[config.mk]
export PLATFORM = sky130hd
export DESIGN_NAME = instr_fetch_unit
export DESIGN_NICKNAME = d
export VERILOG_FILES = /design/src/rtl/instr_fetch_unit.sv
export SDC_FILE = /design/constraint.sdc
export NUM_CORES = 1
export LEC_CHECK = 0
export CAP_MARGIN = 20
export CORE_MARGIN = 2
export CORE_UTILIZATION = 58
export CTS_BUF_LIST = sky130_fd_sc_hd__clkbuf_8
export DETAILED_ROUTE_END_ITERATION = 8
export MAX_ROUTING_LAYER = met4
export PLACE_DENSITY = 0.95
export SYNTH_ARGS = -nofsm -noshare
export SYNTH_HDL_FRONTEND = slang
export SYNTH_SLANG_ARGS = --single-unit
export TNS_END_PERCENT = 10
[constraint.sdc]
create_clock -name clk -period 13.7 [get_ports clk]
set_input_delay 2.74 -clock clk [delete_from_list [all_inputs] [get_ports clk]]
set_output_delay 2.74 -clock clk [all_outputs]
set_load 0.1 [all_outputs]
[src/rtl/instr_fetch_unit.sv]
// RV32I instruction fetch front end: issues sequential word fetches over req/gnt/rvalid,
// buffers returned words with their PCs, and discards wrong-path responses after a flush.
module instr_fetch_unit #(
    parameter logic [31:0] RESET_PC = 32'h0000_0000,
    parameter int unsigned DEPTH    = 2
) (
    input  logic        clk,
    input  logic        rst_n,
    output logic        imem_req,
    output logic [31:0] imem_addr,
    input  logic        imem_gnt,
    input  logic        imem_rvalid,
    input  logic [31:0] imem_rdata,
    output logic        id_valid,
    output logic [31:0] id_instr,
    output logic [31:0] id_pc,
    input  logic        id_ready,
    input  logic        flush,
    input  logic [31:0] redirect_pc
);

    localparam int unsigned PTR_W = $clog2(DEPTH);
    localparam int unsigned CNT_W = PTR_W + 1;
    localparam int unsigned SUM_W = CNT_W + 1;

    typedef enum logic {
        FETCH,
        DRAIN
    } state_t;

    state_t             state;
    logic [31:0]        fetch_pc;
    logic [31:0]        resp_pc;
    logic [CNT_W-1:0]   outstanding;
    logic [CNT_W-1:0]   drop_cnt;
    logic [CNT_W-1:0]   count;
    logic [PTR_W-1:0]   rd_ptr;
    logic [PTR_W-1:0]   wr_ptr;
    logic [31:0]        buf_instr [DEPTH];
    logic [31:0]        buf_pc    [DEPTH];

    logic               rsp;
    logic               grant;
    logic               push;
    logic               pop;
    logic [SUM_W-1:0]   credit_used;
    logic [CNT_W-1:0]   drop_next;
    logic [31:0]        target_pc;

    // A response with nothing outstanding is a protocol violation and is ignored.
    assign rsp         = imem_rvalid && (outstanding != '0);
    assign credit_used = SUM_W'(outstanding) + SUM_W'(count);
    assign drop_next   = outstanding - CNT_W'(rsp);
    assign target_pc   = redirect_pc & 32'hFFFF_FFFC;

    // Requests are held off while reset is asserted so the memory never sees a stale fetch.
    assign imem_req  = rst_n && (state == FETCH) && !flush && (credit_used < SUM_W'(DEPTH));
    assign imem_addr = fetch_pc;
    assign grant     = imem_req && imem_gnt;

    assign id_valid  = (count != '0) && !flush;
    assign id_instr  = (count != '0) ? buf_instr[rd_ptr] : '0;
    assign id_pc     = (count != '0) ? buf_pc[rd_ptr]    : '0;
    assign pop       = id_valid && id_ready;
    assign push      = rsp && !flush && (drop_cnt == '0) && (state == FETCH);

    always_ff @(posedge clk) begin
        if (!rst_n) begin
            state       <= FETCH;
            fetch_pc    <= RESET_PC;
            resp_pc     <= RESET_PC;
            outstanding <= '0;
            drop_cnt    <= '0;
            count       <= '0;
            rd_ptr      <= '0;
            wr_ptr      <= '0;
        end else begin
            outstanding <= outstanding + CNT_W'(grant) - CNT_W'(rsp);
            if (grant) begin
                fetch_pc <= fetch_pc + 32'd4;
            end

            if (flush) begin
                // Flush wins over any same-cycle pop or response; the response joins the drop set.
                fetch_pc <= target_pc;
                resp_pc  <= target_pc;
                count    <= '0;
                rd_ptr   <= '0;
                wr_ptr   <= '0;
                drop_cnt <= drop_next;
                state    <= (drop_next != '0) ? DRAIN : FETCH;
            end else begin
                if (push) begin
                    resp_pc <= resp_pc + 32'd4;
                    wr_ptr  <= wr_ptr + PTR_W'(1);
                end
                if (pop) begin
                    rd_ptr <= rd_ptr + PTR_W'(1);
                end
                count <= count + CNT_W'(push) - CNT_W'(pop);

                if (rsp && (drop_cnt != '0)) begin
                    drop_cnt <= drop_cnt - CNT_W'(1);
                    if (drop_cnt == CNT_W'(1)) begin
                        state <= FETCH;
                    end
                end
            end
        end
    end

    // NOTE: buffer storage has no reset; count gates every read, so stale contents are never visible.
    always_ff @(posedge clk) begin
        if (push) begin
            buf_instr[wr_ptr] <= imem_rdata;
            buf_pc[wr_ptr]    <= resp_pc;
        end
    end

endmodule
==> results.md, run 1 <==
* Mean area per synthesized cell at 11.46 µm²
* PD cells at 117.5 nW/µm²
* Reg2reg end: imem_addr[25]$_SDFFE_PN0P_
* Total number of yosys warnings at 0
* Netlist Area Pre-Place at 8621 µm²
* Mean routed wirelength per cell at 17.93 µm
* Total of flip-flops plus latches after synthesis at 194
* Total negative slack for setup checks at 0 ns
* Worst Slack Setup Final at 5.362 ns
* Sw Share at 0.3021
* Non-filler instance count after layout at 1,097
* Standard cell core area at 14,530 µm²
* Post-Layout Inst Area at 10,750 µm²
* Shortest clock period the worst path allows after layout at 8.338 ns
* # DRC at 0
* Post-detailed-route via-to-cell ratio at 6.021
* Antenna violation net count after detailed routing at 0
* Endpoints failing hold at 0
* Final antenna diode count at 0
* Leak pwr at 3.444 nW
* Gate Count Post-Synth at 752
* Portion of synthesized cell area occupied by the leading cell type at 0.4319
* Worst min-delay path category: register to register
* Die Span X at 125.9 µm
* Global placement routability congestion at 0.9167
* Gr usage total at 0.2578
* Cell accounting for the most synthesized area: edfxtp_1
* Arrival time worst endpoint at 5.60 ns
* Count of input and output buffers at 161
* Transition time at the pin with the least slew margin at 1.076 ns
* I/O Pins at 168
* Initial Utilization at 0.5931
* Aggregate global routing overflow at 0
* Final-report max-slew violation count at 0
* Worst EP required at 10.96 ns
* Wire length of the first global-routing pass at 31,550 µm
* Top cells by area, synth: edfxtp_1 (43%), dfxtp_1 (16%), mux2i_1 (7.5%)
* Top library cells by usage in the layout, fill and taps aside: clkdlybuf4s50_1 (161), edfxtp_1 (124), nor2_1 (88)
* Internal power at 881.5 µW
* Category of the critical setup timing path: primary input to primary output
* Number of buffers inserted during clock tree synthesis at 17
* Cell variety after synth at 56
* Number of nets in the layout at 980
* Result of the run: complete, no violations
* H-tree depth reported by CTS at 4
* Proportion of power drawn by combinational gates at 0.181
* Reg-to-Reg Start: count[0]$_SDFF_PP0_
* Max-cap violations at 0
* Pin count of the biggest net entering global routing at 64
* Endpoint class of the critical path: primary output
* Number of buffers added for setup after CTS at 0
* Post-Place Cell Area at 10,370 µm²
* Clk Tree Root Cell: clkbuf_8
* Utilization after layout at 0.7395
* Most common cell after layout, fill and taps aside: clkdlybuf4s50_1
* Asr flop ratio synth at 0
* Max transition margin at 0.2798
* Post-synthesis sequential area ratio at 0.5945
* Clock network fraction of total power at 0.281
* Die Area at 15,850 µm²
* Hold Slack at 0.5153 ns
* Pre-CTS setup slack at 5.442 ns
* First-pass iteration count of the detailed router at 6
* Via count of the routed design at 6,605
* Hold-fix buffers, CTS at 0
* Hold Path Stages at 0
* Antenna violations before repair at 0
* # resized after CTS at 0
* P&R area growth vs syn at 24.67%
* Post-layout power at 1.263 mW
* Fmax at 119.9 MHz
* Power share of the sequential group at 0.538
* # setup viols final at 0
* Die extent in y at 125.9 µm
* Cell count after placement at 1,065
* Insertion delay to the later sink of the worst-skew pair at 0.47 ns
* Net switching component of the power at 381.5 µW
* Iter 0 DRT Violations at 824
* Max VDD drop at 84.25 µV
* R2r setup slk at 10.63 ns
* Clock edge transition at the registers on the reported setup and hold paths at 0.09 ns
* Final Skew at 0.01827 ns
* Worst Hold Launch: resp_pc[9]$_SDFFE_PN0P_
* Post-DP HPWL at 13,050 µm
* Portion of the clock cycle consumed by the worst path in the final layout at 0.6086
* Number of enable-type register cells in the synthesized netlist at 124
* TritonCTS clock tree: done
* Share of layout cells above drive strength 1 at 0.05148
* Final routed wirelength across all metal layers at 19,660 µm
* Sort of element at the start of the critical path: primary input
* Via count of the first global-routing pass at 6,176
* Terminating pin of the worst hold path: buf_pc[0][9]$_DFFE_PP_
* Maximum clock path buffer count at 2
* Site row count at 44
* Count of cells along the worst register-to-register path at 7
* Max Fanout on Critical Path at 38
* RSZ-0062 raised after global routing: false
* Most used flip-flop cell after synthesis: edfxtp_1
* CTS sink count at 194
power by group through the flow:
stage          clock network [mW]  logic [mW]  registers (mW)
2_1_floorplan                   0       0.122           0.728
3_5_place_dp                    0       0.226           0.692
5_1_grt                     0.382       0.243           0.683
3_3_place_gp                    0       0.222           0.690
6_report                    0.354       0.229           0.680
4_1_cts                     0.358       0.228           0.679
per-layer routing:
metal | vias up | part of all wire | global-route usage
met4 | 0 | 0.021 | 0.08339
met3 | 40 | 0.099 | 0.05395
li1 | 3067 | - | -
met5 | - | 0 | -
met1 | 3111 | 0.42 | 0.3594
met2 | 387 | 0.46 | 0.3827
flip-flops by register name, summed over array words and instances (netlist names), named ones only:
| name | cells |
|---|---|
| wr_ptr | 1 |
| outstanding | 2 |
| buf_instr | 64 |
| count | 2 |
| buf_pc | 60 |
| state | 1 |
| rd_ptr | 1 |
| resp_pc | 30 |
| drop_cnt | 2 |
| imem_addr | 30 |
cell usage after synthesis, drive strengths merged (3+ instances only):
cell / number
a21oi: 41
and3: 10
xnor2: 36
buf: 10
o22ai: 8
nand2: 35
ha: 9
and2: 10
a31oi: 7
and4: 10
or3: 3
clkbuf: 31
nand4: 19
xor2: 9
o21ai: 35
dfxtp: 70
a21o: 3
nor4: 17
o21a: 3
a311oi: 3
o31ai: 3
nor3: 11
inv: 18
nor2: 91
or4: 5
nand3: 26
edfxtp: 124
mux2i: 65
a22oi: 11
worst max-delay path by stage:
stage | from | to | depth (start not counted)
final | rst_n | imem_req | 5
after detailed placement | rst_n | imem_req | 5
after CTS | rst_n | imem_req | 5
after floorplan | flush | imem_req | 3
after global routing | rst_n | imem_req | 5
after global placement | rst_n | imem_req | 5
critical path: stages:
cell             delay [ns]
clkdlybuf4s50_1        0.45
buf_4                  0.32
nand2b_1               0.36
nor4_1                 0.48
clkdlybuf4s50_1        1.23
kinds of logic (layout without fill, tap and decap cells):
kind of cell             count (synthesis)  in the layout  synth area share
adder cells (fa/ha/maj)                 10             10           0.01538
other                                    1              4         0.0004350
flip-flops                             194            194            0.5945
AND/OR/NAND/NOR                        244            244            0.1456
AO/OA/AOI/OAI                          130            130           0.09158
buffers and inverters                   61            219           0.02874
XOR/XNOR                                45             45           0.04572
multiplexers                            67             67           0.07808
layout make-up:
type	instances	area [µm²]
Fill cell	943	3786
Tap cell	184	230.2
Clock buffer	17	234.0
Timing Repair Buffer	167	1657
Inverter	20	77.57
Clock inverter	15	145.1
Multi-Input combinational cell	500	3276
Sequential cell	194	5129
Note: power is estimated with default switching activity, not from simulation.
==> run 2, diff against run 1 <==
- CORE_UTILIZATION: 58 -> 49
- PLACE_DENSITY: 0.95 -> 0.87
- clock period: 13.7 -> 7.1 ns (I/O delays scaled with it)
==> results.md, run 2 (synthesized netlist as in run 1, its figures left out) <==
* Internal power at 1.680 mW
* Category of the critical setup timing path: primary input to primary output
* R2r setup slk at 3.92 ns
* I/O Pins at 168
* First-pass iteration count of the detailed router at 5
* Worst min-delay path category: register to register
* # DRC at 0
* Max-cap violations at 0
* Net switching component of the power at 759.7 µW
* Fillers at 1,364
* Shortest clock period the worst path allows after layout at 4.870 ns
* Final antenna diode count at 0
* Top Registers: buf_instr x64, buf_pc x60
* Insertion delay to the later sink of the worst-skew pair at 0.47 ns
* Leak pwr at 3.461 nW
* Clock network fraction of total power at 0.282
* Worst EP required at 5.68 ns
* Pin count of the biggest net entering global routing at 64
* Die Area at 18,670 µm²
* Number of buffers inserted during clock tree synthesis at 17
* Power share of the sequential group at 0.537
* Number of nets in the layout at 980
* Aggregate global routing overflow at 0
* Count of input and output buffers at 161
* Die Span X at 136.6 µm
* Clk Tree Root Cell: clkbuf_8
* Share of layout cells above drive strength 1 at 0.05586
* Final routed wirelength across all metal layers at 19,630 µm
* Clock edge transition at the registers on the reported setup and hold paths at 0.10 ns
* Met2 demand-to-capacity share in global routing at 0.3283
* Post-detailed-route via-to-cell ratio at 5.666
* Top reg by flops: buf_instr
* TritonCTS clock tree: done
* Proportion of power drawn by combinational gates at 0.181
* Most heavily used metal layer in global routing: met2
* Wire length of the first global-routing pass at 30,910 µm
* Fmax at 205.3 MHz
* Antenna violations before repair at 0
* Most common cell after layout, fill and taps aside: clkdlybuf4s50_1
* Post-DP HPWL at 13,250 µm
* Die extent in y at 136.6 µm
* Global-route track usage on met3 at 0.04556
* # resized after CTS at 0
* RSZ-0062 raised after global routing: false
* Hold-fix buffers, CTS at 0
* Number of buffers added for setup after CTS at 0
* Top library cells by usage in the layout, fill and taps aside: clkdlybuf4s50_1 (160), edfxtp_1 (124), nor2_1 (88)
* Max VDD drop at 129.8 µV
* Global placement routability congestion at 0.9175
* Max FFs per register at 64
* # setup viols final at 0
* Via count of the routed design at 6,448
* Met1 usage in global routing at 0.2970
* Post-layout power at 2.440 mW
* Antenna violation net count after detailed routing at 0
* Sw Share at 0.3113
* Max Fanout on Critical Path at 43
* H-tree depth reported by CTS at 4
* Sort of element at the start of the critical path: primary input
* Iter 0 DRT Violations at 632
* Endpoint class of the critical path: primary output
* PD cells at 225.9 nW/µm²
* Portion of the clock cycle consumed by the worst path in the final layout at 0.6859
* Final-report max-slew violation count at 0
* Result of the run: complete, no violations
* Endpoints failing hold at 0
* Transition time at the pin with the least slew margin at 1.091 ns
* Gr usage total at 0.2213
* Maximum clock path buffer count at 2
* CTS sink count at 194
* Site row count at 48
* Max transition margin at 0.2730
* P&R area growth vs syn at 25.30%
* Final Skew at 0.02041 ns
* Standard cell core area at 17,240 µm²
* Arrival time worst endpoint at 3.45 ns
* Initial Utilization at 0.5001
* Mean routed wirelength per cell at 17.25 µm
* Total negative slack for setup checks at 0 ns
* Via count of the first global-routing pass at 6,033
-- run 2: cell count changes in the layout (fill, tap and decap cells not counted), sizes merged --
cell / delta
inv: +5
bufinv: -1
clkdlybuf4s50: -1
buf: +1
clkinvlp: -4
-- run 2: area by class of cell --
type                            instances  area, µm²  area share
Timing Repair Buffer                  167       1654      0.1531
Clock inverter                         15      150.1     0.01390
Inverter                               20      77.57    0.007182
Sequential cell                       194       5129      0.4748
Clock buffer                           17      234.0     0.02166
Multi-Input combinational cell        500       3276      0.3033
Tap cell                              225      281.5     0.02606
-- run 2: final timing paths --
| kind | startpoint | to | depth (start not counted) |
|---|---|---|---|
| min | resp_pc[23]$_SDFFE_PN0P_ | buf_pc[1][23]$_DFFE_PP_ | 0 |
| max | flush | id_valid | 4 |
| max reg2reg | drop_cnt[1]$_SDFFE_PN0P_ | buf_instr[0][1]$_DFFE_PP_ | 7 |
| min reg2reg | resp_pc[23]$_SDFFE_PN0P_ | buf_pc[1][23]$_DFFE_PP_ | 0 |
-- run 2: critical path, stage by stage --
cell,delay [ns]
clkdlybuf4s50_1,0.39
buf_4,0.28
nor2_1,0.19
clkdlybuf4s50_1,1.15
-- run 2: power groups by stage --
stage / registers [mW] / logic (mW) / clock network (mW)
after floorplan: 1.40 / 0.235 / 0
after global placement: 1.33 / 0.431 / 0
after detailed placement: 1.34 / 0.438 / 0
after CTS: 1.31 / 0.441 / 0.701
after global routing: 1.32 / 0.469 / 0.748
final: 1.31 / 0.441 / 0.688
-- run 2: per-layer routing --
| layer | vias up | routed length [µm] | share of wire |
|---|---|---|---|
| li1 | 3079 | - | - |
| met1 | 2991 | 8582 | 0.44 |
| met2 | 339 | 8845 | 0.45 |
| met3 | 39 | 1683 | 0.086 |
| met4 | 0 | 515 | 0.026 |
| met5 | - | 0 | 0 |
-- run 2: per-stage QoR --
stage	util	std cells	cell area [µm²]	hold slack, ns	setup slack [ns]
after floorplan	-	755	8632	0.4613	1.131
after global placement	0.6044	1106	10420	0.4917	2.242
after detailed placement	0.6044	1106	10420	0.5068	2.232
after CTS	0.6267	1138	10800	0.5325	2.233
after global routing	0.6267	1138	10800	0.5506	2.146
final	0.6267	1138	10800	0.5311	2.230
